<file path="src/rtl/jtframe_pll_supervisor.sv">
// jtframe_pll_supervisor
//
// Consumer-side supervisor for the clock/reset generator outputs. It takes
// the raw (asynchronous) PLL lock flag and a game reset request, and produces
// a clean, sequenced core reset in the local clock domain. Lock glitches are
// filtered, reset is held for a programmable time once lock is stable, and
// loss-of-lock events are reported to the OSD/debug logic. One instance sits
// in each clock domain that needs a lock-qualified reset.
//
// Parameters:
//   SYNC   - synchroniser depth on pll_locked (>= 2)
//   FILTER - cycles the synchronised lock must stay high before hold (>= 1)
//   HOLD   - cycles reset stays asserted after the filter passes (>= 1)
//   CNTW   - width of the loss-of-lock event counter
//
// Ports:
//   clk        in   supervised clock domain
//   rst        in   synchronous active-high reset, overrides everything
//   pll_locked in   raw lock flag, asynchronous to clk
//   soft_rst   in   game/user reset request pulse, synchronous to clk
//   lost_clr   in   clears the sticky lost flag
//   rst_out    out  sequenced core reset, active high
//   ready      out  high while the core is running
//   lost       out  sticky flag: lock dropped after the filter had started
//   loss_cnt   out  saturating count of loss-of-lock events
//   state_dbg  out  current state: WAIT_LOCK=0, FILTER=1, HOLD=2, RUN=3

module jtframe_pll_supervisor #(
    parameter int SYNC   = 2,
    parameter int FILTER = 16,
    parameter int HOLD   = 1024,
    parameter int CNTW   = 8
) (
    input  logic            clk,
    input  logic            rst,
    input  logic            pll_locked,
    input  logic            soft_rst,
    input  logic            lost_clr,
    output logic            rst_out,
    output logic            ready,
    output logic            lost,
    output logic [CNTW-1:0] loss_cnt,
    output logic [1:0]      state_dbg
);

    // One counter is shared by FILTER and HOLD, so it only needs to reach
    // the larger of the two terminal values.
    localparam int MAXC = (FILTER > HOLD) ? FILTER : HOLD;
    localparam int CW   = (MAXC > 1) ? $clog2(MAXC) : 1;

    localparam logic [CW-1:0] FILT_LAST = CW'(FILTER - 1);
    localparam logic [CW-1:0] HOLD_LAST = CW'(HOLD - 1);

    typedef enum logic [1:0] {
        ST_WAIT_LOCK = 2'd0,
        ST_FILTER    = 2'd1,
        ST_HOLD      = 2'd2,
        ST_RUN       = 2'd3
    } state_t;

    state_t          state_q, state_d;
    logic [CW-1:0]   cnt_q, cnt_d;
    logic [SYNC-1:0] sync_q;
    logic            lk_s;
    logic            loss_ev;

    logic            rst_out_q, rst_out_d;
    logic            ready_q, ready_d;
    logic            lost_q, lost_d;
    logic [CNTW-1:0] loss_cnt_q, loss_cnt_d;

    // ------------------------------------------------------------------
    // Lock synchroniser: only the last stage is used downstream.
    // ------------------------------------------------------------------
    always_ff @(posedge clk) begin
        if (rst) begin
            sync_q <= '0;
        end else begin
            sync_q <= {sync_q[SYNC-2:0], pll_locked};
        end
    end

    assign lk_s = sync_q[SYNC-1];

    // ------------------------------------------------------------------
    // State register (also registers the outputs so they move on the
    // same edge as the state).
    // ------------------------------------------------------------------
    always_ff @(posedge clk) begin
        if (rst) begin
            state_q    <= ST_WAIT_LOCK;
            cnt_q      <= '0;
            rst_out_q  <= 1'b1;
            ready_q    <= 1'b0;
            lost_q     <= 1'b0;
            loss_cnt_q <= '0;
        end else begin
            state_q    <= state_d;
            cnt_q      <= cnt_d;
            rst_out_q  <= rst_out_d;
            ready_q    <= ready_d;
            lost_q     <= lost_d;
            loss_cnt_q <= loss_cnt_d;
        end
    end

    // ------------------------------------------------------------------
    // Next-state logic. Priority: lock loss > soft reset > counter.
    // The counter is cleared on every state entry.
    // ------------------------------------------------------------------
    always_comb begin
        state_d = state_q;
        cnt_d   = cnt_q;
        loss_ev = 1'b0;

        case (state_q)
            ST_WAIT_LOCK: begin
                // A lock drop here is not a loss event: nothing had started.
                if (lk_s) begin
                    state_d = ST_FILTER;
                    cnt_d   = '0;
                end
            end

            ST_FILTER: begin
                if (!lk_s) begin
                    state_d = ST_WAIT_LOCK;
                    cnt_d   = '0;
                    loss_ev = 1'b1;
                end else if (cnt_q == FILT_LAST) begin
                    state_d = ST_HOLD;
                    cnt_d   = '0;
                end else begin
                    cnt_d = cnt_q + 1'b1;
                end
            end

            ST_HOLD: begin
                if (!lk_s) begin
                    state_d = ST_WAIT_LOCK;
                    cnt_d   = '0;
                    loss_ev = 1'b1;
                end else if (soft_rst) begin
                    // A new request restarts the full hold time.
                    cnt_d = '0;
                end else if (cnt_q == HOLD_LAST) begin
                    state_d = ST_RUN;
                    cnt_d   = '0;
                end else begin
                    cnt_d = cnt_q + 1'b1;
                end
            end

            ST_RUN: begin
                if (!lk_s) begin
                    state_d = ST_WAIT_LOCK;
                    cnt_d   = '0;
                    loss_ev = 1'b1;
                end else if (soft_rst) begin
                    // Lock is known good: skip the filter, go straight to hold.
                    state_d = ST_HOLD;
                    cnt_d   = '0;
                end
            end
        endcase
    end

    // ------------------------------------------------------------------
    // Output logic: computed from the next state so the registered
    // outputs line up with the registered state.
    // ------------------------------------------------------------------
    always_comb begin
        rst_out_d  = (state_d != ST_RUN);
        ready_d    = (state_d == ST_RUN);

        // A coincident loss event wins over the clear.
        lost_d     = lost_q;
        if (loss_ev) begin
            lost_d = 1'b1;
        end else if (lost_clr) begin
            lost_d = 1'b0;
        end

        loss_cnt_d = loss_cnt_q;
        if (loss_ev && (loss_cnt_q != '1)) begin
            loss_cnt_d = loss_cnt_q + 1'b1;
        end
    end

    assign rst_out   = rst_out_q;
    assign ready     = ready_q;
    assign lost      = lost_q;
    assign loss_cnt  = loss_cnt_q;
    assign state_dbg = state_q;

endmodule

</file>
<file path="config.mk">
export PLATFORM = sky130hd
export DESIGN_NAME = jtframe_pll_supervisor
export DESIGN_NICKNAME = d
export VERILOG_FILES = /design/src/rtl/jtframe_pll_supervisor.sv
export SDC_FILE = /design/constraint.sdc
export NUM_CORES = 1
export LEC_CHECK = 0
export CAP_MARGIN = 10
export CORE_ASPECT_RATIO = 1.75
export CORE_MARGIN = 5
export CORE_UTILIZATION = 48
export DETAILED_ROUTE_END_ITERATION = 6
export PLACE_DENSITY = 0.76
export SLEW_MARGIN = 10
export SYNTH_ARGS = -nofsm -noshare
export SYNTH_HDL_FRONTEND = slang
export SYNTH_SLANG_ARGS = --single-unit
export TNS_END_PERCENT = 30
</file>
<file path="constraint.sdc">
create_clock -name clk -period 2.08 [get_ports clk]
set_clock_uncertainty 0.2 [all_clocks]
set_input_delay 0.208 -clock clk [delete_from_list [all_inputs] [get_ports clk]]
set_output_delay 0.208 -clock clk [all_outputs]
set_load 0.02 [all_outputs]
</file>
==> impl_metrics.sql <==
INSERT INTO impl_metrics (metric_group, metric, value, unit) VALUES
('run_status', 'status', 'finished, final reports clean', ''),
('synth', 'yosys_warning_total', '0', ''),
('synth', 'yosys.area_share.simple', '26.1', '%'),
('run', 'cap_viol_max_count', '0', ''),
('global_route', 'grt_overflow_total', '0', ''),
('synth', 'syn_area', '0.00130', 'mm^2'),
('critical_path', 'crit_path_end_kind', 'flop', ''),
('clock_network', 'cts_max_level', '1', ''),
('floorplan', 'die_w', '49.3', 'um'),
('place', 'placement.io_buffers', '17', ''),
('floorplan', 'die_footprint', '0.00388', 'mm^2'),
('global_route', 'grt_usage', '17.5', '%'),
('clock_network', 'clock_transition_at_path_regs', '0.09', 'ns'),
('global_route', 'wire_length_of_the_first_global_routing_pass', '5440', 'um'),
('route', 'detail_route.wl_per_cell', '15.2', 'um'),
('synth', 'synth_nets', '164', ''),
('critical_path', 'worst-path-max-fanout', '4', ''),
('place', 'post-place-ws', '-0.160', 'ns'),
('floorplan', 'die_height', '78.8', 'um'),
('floorplan', 'floorplan.initialDensity', '48.8', '%'),
('global_route', 'pin_count_of_the_biggest_net_entering_global_routing', '16', ''),
('critical_path', 'crit_type', 'flop to flop', ''),
('clock_network', 'clock_tree.root_cell', 'sky130_fd_sc_hd__clkbuf_8', ''),
('sta', 'achievable-frequency', '0.485', 'GHz'),
('critical_path', 'worstSetupStartpoint', 'cnt_q[5]', ''),
('route', 'drt_wl_total', '3260', 'um'),
('pwr', 'leakage', '0.631', 'nW'),
('synth', 'netlist_instances', '152', ''),
('sta', 'least_setup_slack_across_all_paths_after_layout', '0.0182', 'ns'),
('sta', 'timing.final.setup_violations', '0', ''),
('synth', 'async_flop_share', '0', '%'),
('critical_path', 'regToRegSetupSlack', '0.02', 'ns'),
('synth', 'largest_family_of_logic_cells_by_synthesized_area', 'simple AND/OR/NAND/NOR gates', ''),
('route', 'route.vias.total', '1207', ''),
('critical_path', 'worst_r2r_path_depth', '4', ''),
('floorplan', 'floorplan.io_pins', '18', ''),
('critical_path', 'worstReg2RegEnd', 'rst_out', ''),
('critical_path', 'worst_setup_path_endpoint', 'rst_out', ''),
('layout', 'finalCoreUtilization', '64.6', '%'),
('synth', 'post-synth-top-area-fraction', '38.6', '%'),
('pwr', 'irDropWorstVdd', '0.440', 'mV'),
('synth', 'synth-main-ff-cell', 'sky130_fd_sc_hd__dfxtp_1', ''),
('sta', 'worstMarginPinSlew', '0.407', 'ns'),
('synth', 'synth_fa_ha_area_share', '6.75', '%'),
('worst_hold_path', 'hold_path.class', 'flop to flop', ''),
('layout', 'drive_gt1_share', '21.4', '%'),
('route', 'detail-route-antenna-nets', '0', ''),
('sta', 'fin_crit_sh', '99.1', '%'),
('floorplan', 'floorplan.core_area', '0.00266', 'mm^2'),
('sta', 'grt_setup_unrepaired', 'true', ''),
('place', 'gp_congestion', '0.889', ''),
('synth', 'synth_sequential_area_ratio', '38.6', '%'),
('critical_path', 'arrival', '2.02', 'ns'),
('layout', 'synthToLayoutAreaGrowth', '32.4', '%'),
('route', 'route.detailed.vias_per_inst', '5.64', ''),
('place', 'detailedPlacementHpwl', '2380', 'um'),
('critical_path', 'worst_ep_required_time', '2.04', 'ns'),
('sta', 'slew_headroom', '72.7', '%'),
('route', 'drtIter0Drc', '29', ''),
('floorplan', 'num_rows', '25', ''),
('synth', 'yosys-mux-area-fraction', '1.54', '%'),
('sta', 'hold_viol_final', '0', ''),
('clock_network', 'cts_buffer_depth', '2', ''),
('sta', 'total_negative_setup_slacks', '0', 'ns'),
('critical_path', 'worst_r2r_startpoint', 'cnt_q[5]', ''),
('pwr', 'p_per_area', '510', 'mW/mm^2'),
('sta', 'slew_violations', '0', ''),
('synth', 'synth_enable_flop_cells', '0', ''),
('synth', 'synth-compound-area-share', '14.8', '%'),
('clock_network', 'clock_insertion_delay_worst_skew', '0.27', 'ns'),
('route', 'drt_pass1_iterations', '4', '');
-- where the power goes --
| part | internal, W | total, W | switching [W] |
|---|---|---|---|
| logic | 0.0000398 | 0.0000872 | 0.0000474 |
| clock network | 0.000134 | 0.000299 | 0.000165 |
| registers | 0.000484 | 0.000490 | 0.00000594 |
-- cell type report --
type	count	area, um^2
Fill cell	224	941
Multi-Input combinational cell	111	785
Sequential cell	25	507
Clock buffer	3	41.3
Inverter	13	48.8
Timing Repair Buffer	34	298
Clock inverter	1	5.00
Tap cell	27	33.8
-- cell families after synthesis --
group | count (synthesis)
simple gates | 64
fa+ha+maj | 7
compound gates | 27
flops | 25
xor+xnor | 11
mux | 2
buf+inv | 16
-- state kept, by name, summed over array words and instances (netlist names) --
name and count:
rst_out 1, cnt_q 10, loss_cnt 8, lost 1, sync_q 2, state_dbg 2
ready 1
-- critical path, stage by stage, from the launching register on --
cell                       delay, ns
sky130_fd_sc_hd__dfxtp_2        0.33
sky130_fd_sc_hd__or4_4          0.56
sky130_fd_sc_hd__nor4_4         0.31
sky130_fd_sc_hd__a211oi_1       0.17
sky130_fd_sc_hd__or3_1          0.37
-- metal layers --
metal	global-route usage (%)	up-vias	wire length, um
li1	-	597	-
met1	17.2	575	1220
met2	33.7	25	1880
met3	3.00	10	82
met4	8.09	0	79
met5	0	-	0
-- layout by cell type, fill, tap and decap left out, drive strengths merged, types with 2 or more instances in the layout --
cell type	instances
a211oi	3
a21o	2
a21oi	3
buf	17
clkbuf	3
clkdlybuf4s50	17
dfxtp	25
ha	7
inv	13
mux2i	2
nand2	9
nand3	7
nand4	3
nor2	23
nor2b	3
nor3	7
nor4	3
o21ai	9
o41ai	2
or3	2
or4	2
xnor2	9
xor2	2
-- metrics by stage --
step           hold slack, ns  power (W)  std cells  instance area, um^2
3_5_place_dp            0.229   0.000584        210                 1620
2_1_floorplan          0.0790   0.000542        152                 1300
6_report                0.248   0.000876        214                 1720
5_1_grt                 0.259   0.000912        214                 1720
3_3_place_gp            0.229   0.000580        210                 1620
4_1_cts                 0.251   0.000878        214                 1670
-- worst min-delay path by stage --
stage / from / end / cells after the start
2_1_floorplan: rst / state_dbg[1] / 1
3_3_place_gp: sync_q[0] / sync_q[1] / 1
3_5_place_dp: sync_q[0] / sync_q[1] / 1
4_1_cts: sync_q[0] / sync_q[1] / 1
5_1_grt: sync_q[0] / sync_q[1] / 1
6_report: sync_q[0] / sync_q[1] / 1
-- repair_timing --
action / 4_1_cts / 5_1_grt
endpoints found under the setup margin: 3 / 13
hold buffers: 0 / 0
gates resized for setup: 2 / 12
pin swaps: 1 / 1
Note: power is estimated with default switching activity, not from simulation.
